**src/rtl/pattern_derotator_pkg.sv**
```systemverilog
// Shared types and helpers for the nibble rotator / derotator pair.
// The rotation function here is the transmit-side reference used by bench models.
package pattern_pkg;

    localparam int unsigned NIB_W   = 4;
    localparam int unsigned NUM_NIB = 4;
    localparam int unsigned WORD_W  = NIB_W * NUM_NIB;

    typedef enum logic [1:0] {IDLE, SEARCH, DONE} state_e;

    typedef logic [WORD_W-1:0] word_t;

    // Nibble i of d lands at position (i + s) mod NUM_NIB.
    function automatic word_t rotl_nib(word_t d, logic [1:0] s);
        int unsigned k;
        k = 32'(s) * NIB_W;
        return (d << k) | (d >> (WORD_W - k));
    endfunction

endpackage

```
**src/rtl/pattern_derotator_if.sv**
```systemverilog
// Valid/ready stream bundle: rotated word in, de-rotated result out.
interface pattern_derotator_if;
    import pattern_pkg::*;

    logic       in_valid;
    logic       in_ready;
    word_t      in_data;
    logic       out_valid;
    logic       out_ready;
    word_t      out_data;
    logic [1:0] out_shift;
    logic       out_match;

    modport master (
        output in_valid, in_data, out_ready,
        input  in_ready, out_valid, out_data, out_shift, out_match
    );

    modport slave (
        input  in_valid, in_data, out_ready,
        output in_ready, out_valid, out_data, out_shift, out_match
    );

endinterface

```
**src/rtl/pattern_derotator_nibble_rotr.sv**
```systemverilog
// Combinational right rotation of a word by 0-3 nibbles; undoes rotl_nib.
module nibble_rotr
    import pattern_pkg::*;
(
    input  word_t      word,
    input  logic [1:0] shift,
    output word_t      result
);

    always_comb begin
        result = word;
        case (shift)
            2'd0: result = word;
            2'd1: result = {word[NIB_W-1:0],   word[WORD_W-1:NIB_W]};
            2'd2: result = {word[2*NIB_W-1:0], word[WORD_W-1:2*NIB_W]};
            2'd3: result = {word[3*NIB_W-1:0], word[WORD_W-1:3*NIB_W]};
            default: result = word;
        endcase
    end

endmodule

```
**src/rtl/pattern_derotator.sv**
```systemverilog
// Recovers the nibble rotation applied to a word by trying shifts 0..3 in turn
// against a reference pattern; keeps saturating match/miss statistics.
module pattern_derotator
    import pattern_pkg::*;
#(
    parameter int unsigned CNT_W     = 8,
    parameter word_t       RESET_REF = 16'h4321
) (
    input  logic                 clk,
    input  logic                 rst_n,
    input  logic                 ref_load,
    input  word_t                ref_data,
    pattern_derotator_if.slave   bus,
    output logic [CNT_W-1:0]     match_cnt,
    output logic [CNT_W-1:0]     miss_cnt
);

    state_e           state_q, state_d;
    word_t            word_q, word_d;
    word_t            ref_q, ref_d;
    logic [1:0]       cand_q, cand_d;
    logic             out_valid_q, out_valid_d;
    word_t            out_data_q, out_data_d;
    logic [1:0]       out_shift_q, out_shift_d;
    logic             out_match_q, out_match_d;
    logic [CNT_W-1:0] match_cnt_q, match_cnt_d;
    logic [CNT_W-1:0] miss_cnt_q, miss_cnt_d;
    word_t            rot_word;

    nibble_rotr u_rotr (
        .word   (word_q),
        .shift  (cand_q),
        .result (rot_word)
    );

    always_comb begin
        state_d     = state_q;
        word_d      = word_q;
        ref_d       = ref_q;
        cand_d      = cand_q;
        out_valid_d = out_valid_q;
        out_data_d  = out_data_q;
        out_shift_d = out_shift_q;
        out_match_d = out_match_q;
        match_cnt_d = match_cnt_q;
        miss_cnt_d  = miss_cnt_q;

        if (ref_load) begin
            ref_d = ref_data;
        end

        unique case (state_q)
            IDLE: begin
                if (bus.in_valid) begin
                    word_d  = bus.in_data;
                    cand_d  = '0;
                    state_d = SEARCH;
                end
            end
            SEARCH: begin
                // A reference change invalidates candidates already rejected.
                if (ref_load) begin
                    cand_d = '0;
                end else if (rot_word == ref_q) begin
                    state_d     = DONE;
                    out_valid_d = 1'b1;
                    out_data_d  = rot_word;
                    out_shift_d = cand_q;
                    out_match_d = 1'b1;
                    if (match_cnt_q != {CNT_W{1'b1}}) begin
                        match_cnt_d = match_cnt_q + 1'b1;
                    end
                end else if (cand_q == 2'd3) begin
                    state_d     = DONE;
                    out_valid_d = 1'b1;
                    out_data_d  = word_q;
                    out_shift_d = '0;
                    out_match_d = 1'b0;
                    if (miss_cnt_q != {CNT_W{1'b1}}) begin
                        miss_cnt_d = miss_cnt_q + 1'b1;
                    end
                end else begin
                    cand_d = cand_q + 2'd1;
                end
            end
            DONE: begin
                if (bus.out_ready) begin
                    state_d     = IDLE;
                    out_valid_d = 1'b0;
                end
            end
            default: state_d = IDLE;
        endcase
    end

    always_ff @(posedge clk) begin
        if (!rst_n) begin
            state_q     <= IDLE;
            word_q      <= '0;
            ref_q       <= RESET_REF;
            cand_q      <= '0;
            out_valid_q <= 1'b0;
            out_data_q  <= '0;
            out_shift_q <= '0;
            out_match_q <= 1'b0;
            match_cnt_q <= '0;
            miss_cnt_q  <= '0;
        end else begin
            state_q     <= state_d;
            word_q      <= word_d;
            ref_q       <= ref_d;
            cand_q      <= cand_d;
            out_valid_q <= out_valid_d;
            out_data_q  <= out_data_d;
            out_shift_q <= out_shift_d;
            out_match_q <= out_match_d;
            match_cnt_q <= match_cnt_d;
            miss_cnt_q  <= miss_cnt_d;
        end
    end

    assign bus.in_ready  = (state_q == IDLE);
    assign bus.out_valid = out_valid_q;
    assign bus.out_data  = out_data_q;
    assign bus.out_shift = out_shift_q;
    assign bus.out_match = out_match_q;
    assign match_cnt     = match_cnt_q;
    assign miss_cnt      = miss_cnt_q;

endmodule
```
**src/flat_wrapper.sv**
```systemverilog
// flat-port wrapper written by rule: the top's interface ports become plain ports
module pattern_derotator_flat import pattern_pkg::*;
#(
    parameter int unsigned CNT_W     = 8,
    parameter word_t       RESET_REF = 16'h4321
)
  (clk, rst_n, ref_load, ref_data, match_cnt, miss_cnt, bus_in_valid, bus_in_data, bus_out_ready, bus_in_ready, bus_out_valid, bus_out_data, bus_out_shift, bus_out_match);
  pattern_derotator_if bus_i ();
  input  logic clk;
  input  logic rst_n;
  input  logic ref_load;
  input  word_t ref_data;
  output logic [CNT_W-1:0] match_cnt;
  output logic [CNT_W-1:0] miss_cnt;
  input wire logic [$bits(bus_i.in_valid)-1:0] bus_in_valid;
  input wire logic [$bits(bus_i.in_data)-1:0] bus_in_data;
  input wire logic [$bits(bus_i.out_ready)-1:0] bus_out_ready;
  output wire logic [$bits(bus_i.in_ready)-1:0] bus_in_ready;
  output wire logic [$bits(bus_i.out_valid)-1:0] bus_out_valid;
  output wire logic [$bits(bus_i.out_data)-1:0] bus_out_data;
  output wire logic [$bits(bus_i.out_shift)-1:0] bus_out_shift;
  output wire logic [$bits(bus_i.out_match)-1:0] bus_out_match;
  assign bus_i.in_valid = bus_in_valid;
  assign bus_i.in_data = bus_in_data;
  assign bus_i.out_ready = bus_out_ready;
  assign bus_in_ready = bus_i.in_ready;
  assign bus_out_valid = bus_i.out_valid;
  assign bus_out_data = bus_i.out_data;
  assign bus_out_shift = bus_i.out_shift;
  assign bus_out_match = bus_i.out_match;
  pattern_derotator #(.CNT_W(CNT_W), .RESET_REF(RESET_REF)) u_core (.clk(clk), .rst_n(rst_n), .ref_load(ref_load), .ref_data(ref_data), .bus(bus_i), .match_cnt(match_cnt), .miss_cnt(miss_cnt));
endmodule
```
**config.mk**
```make
export PLATFORM = sky130hd
export DESIGN_NAME = pattern_derotator_flat
export DESIGN_NICKNAME = d
export VERILOG_FILES = /design/src/rtl/pattern_derotator_pkg.sv /design/src/rtl/pattern_derotator_if.sv /design/src/rtl/pattern_derotator_nibble_rotr.sv /design/src/rtl/pattern_derotator.sv /design/src/flat_wrapper.sv
export SDC_FILE = /design/constraint.sdc
export NUM_CORES = 1
export LEC_CHECK = 0
export ABC_AREA = 1
export CAP_MARGIN = 20
export CORE_MARGIN = 10
export CORE_UTILIZATION = 48
export CTS_CLUSTER_DIAMETER = 200
export DETAILED_ROUTE_END_ITERATION = 6
export PLACE_DENSITY_LB_ADDON = 0.25
export SYNTH_ARGS = -nofsm -noshare
export SYNTH_HDL_FRONTEND = slang
export SYNTH_HIERARCHICAL = 1
export SYNTH_SLANG_ARGS = --single-unit
```
**constraint.sdc**
```tcl
create_clock -name clk -period 2.35 [get_ports clk]
set_clock_uncertainty 0.15 [all_clocks]
set_input_delay 0.705 -clock clk [delete_from_list [all_inputs] [get_ports clk]]
set_output_delay 0.705 -clock clk [all_outputs]
set_load 0.01 [all_outputs]
```
==> metrics.txt <==
status=finished with violations; failing checks=setup timing; worst-margin pin slew=842 ps; Critical R2R Launch=u_core/cand_q[0]; ANT nets after route=0; most common cell after layout, fill and taps aside=nand2_1; Die ar.=12500 um2; number of fill cells=710; simple-gate share of the synthesized area=0.406; cell count of the worst reg-to-reg path=16; wirelength, routed=12.8 mm; final worst slack=-166 ps; Fin. Hold Viols=0; crit start category=flip-flop; number of iterations in the first detailed-routing pass=7; core area=8220 um2; number of synthesized register bits=72; complex-gate fraction of the synthesized area=0.0951; Post-Synth Adder-Cell Area=0.00930; Synth Warn #=6; Synth Area in XOR/XNOR=0.0304; Critical Path RT=2440 ps; via count=4576; Hold Slack=322 ps; setup_tns=-3840 ps; DRC=0; CTS tree=done; layout cells sized above 1=0.170; WHS Path Cells=2; RSZ-0062 raised after global routing=yes; fraction of synthesized area in multiplexers=0; max_slew headroom=0.438; WL/cell=15.2 um; largest net degree at the start of global routing=33; diode count=0; Slew Limit Fails=0; RD Place Congestion=0.883; sequential fraction of the synthesis area=0.357; Longest Clk Path Bufs=2; Async SR Flop Fraction=0; first-pass GRT wire length=19.7 mm; die extent in y=112 um; io pins=74; port bufs=73; MaxCap Viol Count=0; Vias/cell=5.45; Final Cycle Share=1.07; Hold Crit Endpoint=u_core/bus.out_match; GRT overflow=0; Main synth FF type=dfxtp_1; CTS H-Tree Depth=3; row count=33; CP Class=flip-flop to flip-flop; CTS sink count=72; initial antenna violation count=0; Hold-fix buffers, CTS=0; gr usage total=0.183; initial core utilization=0.491; final setup fails=36; EDFF count, synth=0; crit-path max FO=8; Root Driver=clkbuf_8; DIE WIDTH=112 um; largest family of logic cells by synthesized area=simple AND/OR/NAND/NOR gates; Max Clock Freq=397 MHz; Hold Crit Class=flip-flop to flip-flop; CP arrival=2610 ps; Post-Syn Nets=662; PD cells=511 nW/um2; synthesized area=4040 um2; DP HPWL=8.80 mm; Worst VDD drop=0.000395 V; Clock Latency Late Sink=340 ps; FF-to-FF End=u_core/cand_q[0]; Pleak=2.48 nW; min Tclk post-route=2520 ps; iteration-0 DRC count of the detailed router=505; Layout area overhead=39.9%; Synth cell types=28; commonest non-fill, non-tap cells in the layout=nand2_1, nor2_1, clkdlybuf4s50_1; Worst Hold Launch=u_core/bus.out_match; Avg Cell Area, Syn=6.49 um2; Post-Syn Instances=622; total CTS buffers=9; R2R Setup Slk=-170 ps; nets=771; vias in the first global route=4163; CTS clock-pin slew for the worst setup and hold paths=70 ps; Worst setup EP type=flip-flop
## power breakdown
part | switching, mW | total, mW | internal (mW) | leakage, nW
logic | 0.256 | 0.468 | 0.212 | 1.77
registers | 0.0626 | 1.33 | 1.26 | 0.590
clock network | 0.447 | 1.10 | 0.649 | 0.112
total | 0.765 | 2.89 | 2.12 | 2.48
## layout make-up
type / instances / area (um2) / share of cell area
Multi-Input combinational cell: 463 / 2330 / 0.413
Tap cell: 105 / 131 / 0.0233
Clock buffer: 12 / 155 / 0.0275
Clock inverter: 3 / 65.1 / 0.0115
Timing Repair Buffer: 130 / 1300 / 0.230
Inverter: 55 / 216 / 0.0383
Sequential cell: 72 / 1450 / 0.256
## kinds of logic after synthesis
kind of cell    count (synthesis)
compound gates                 76
xor+xnor                       14
fa+ha+maj                       3
buf+inv                        88
flops                          72
simple gates                  369
## per-layer routing
metal / share of wire / vias to the layer above / GRT usage / routed length [um]
met4: 0.039 / 0 / 0.0891 / 497
met3: 0.080 / 48 / 0.0370 / 1020
met5: 0 / - / 0 / 0
met2: 0.47 / 201 / 0.297 / 6020
met1: 0.41 / 2096 / 0.226 / 5230
li1: - / 2231 / - / -
## Yosys cell counts, types with 6 or more instances
cell | instances | area (um2)
nand2_1 | 152 | 571
nor2_1 | 102 | 383
dfxtp_1 | 72 | 1440
nand3_1 | 58 | 290
inv_1 | 49 | 184
o21ai_0 | 39 | 195
a21oi_1 | 31 | 155
nand4_1 | 28 | 175
nand3b_1 | 16 | 120
clkbuf_1 | 14 | 52.6
buf_6 | 8 | 90.1
xor2_1 | 8 | 70.1
buf_2 | 6 | 30.0
xnor2_1 | 6 | 52.6
## per-stage QoR
step | cells | power [mW] | utilization | setup slack (ps) | instance area [um2]
floorplan | 622 | 1.57 | - | 147 | 4040
global placement | 808 | 1.74 | 0.615 | -71.1 | 5050
detailed placement | 808 | 1.75 | 0.615 | -120 | 5050
CTS | 826 | 2.85 | 0.647 | -11.5 | 5320
global route | 840 | 3.02 | 0.688 | -250 | 5650
finish | 840 | 2.89 | 0.688 | -166 | 5650
## sequential cells by signal, summed over array words and instances, names as in the netlist, 2 cells and up
signal                flops
u_core/cand_q             2
u_core/miss_cnt           8
u_core/ref_q             16
u_core/match_cnt          8
u_core/bus.out_shift      2
u_core/word_q            16
u_core/state_q            2
u_core/bus.out_data      16
## worst max-delay path, cell delays in order (launching register included)
cell and delay (ps):
dfxtp_4 370, buf_12 140, nor2_4 210, buf_4 150
nand2_1 40, nand4_1 100, inv_1 80, nand2_1 70
nand2_1 80, nor2_2 130, nand2_2 100, nor2_4 170
nand3_4 140, buf_4 170, nand2_1 70, nand2_1 70
a21oi_2 180
## what timing repair did
item | in CTS | in global routing
resized for setup | 8 | 56
cloned | 1 | 4
pin swaps | 4 | 28
buffers inserted | 2 | 10
hold endpoints to repair | 0 | 0
setup endpoints to repair | 36 | 40
## worst max path at each step
stage,startpoint,endpoint,depth (start not counted)
final,u_core/cand_q[0],u_core/cand_q[0],16
after global routing,u_core/cand_q[0],u_core/bus.out_data[11],16
after CTS,u_core/cand_q[1],u_core/cand_q[0],15
after detailed placement,u_core/cand_q[1],u_core/miss_cnt[7],16
after global placement,u_core/cand_q[1],u_core/cand_q[0],15
after floorplan,u_core/cand_q[0],u_core/bus.out_data[10],15
(Power assumes the default switching activity.)
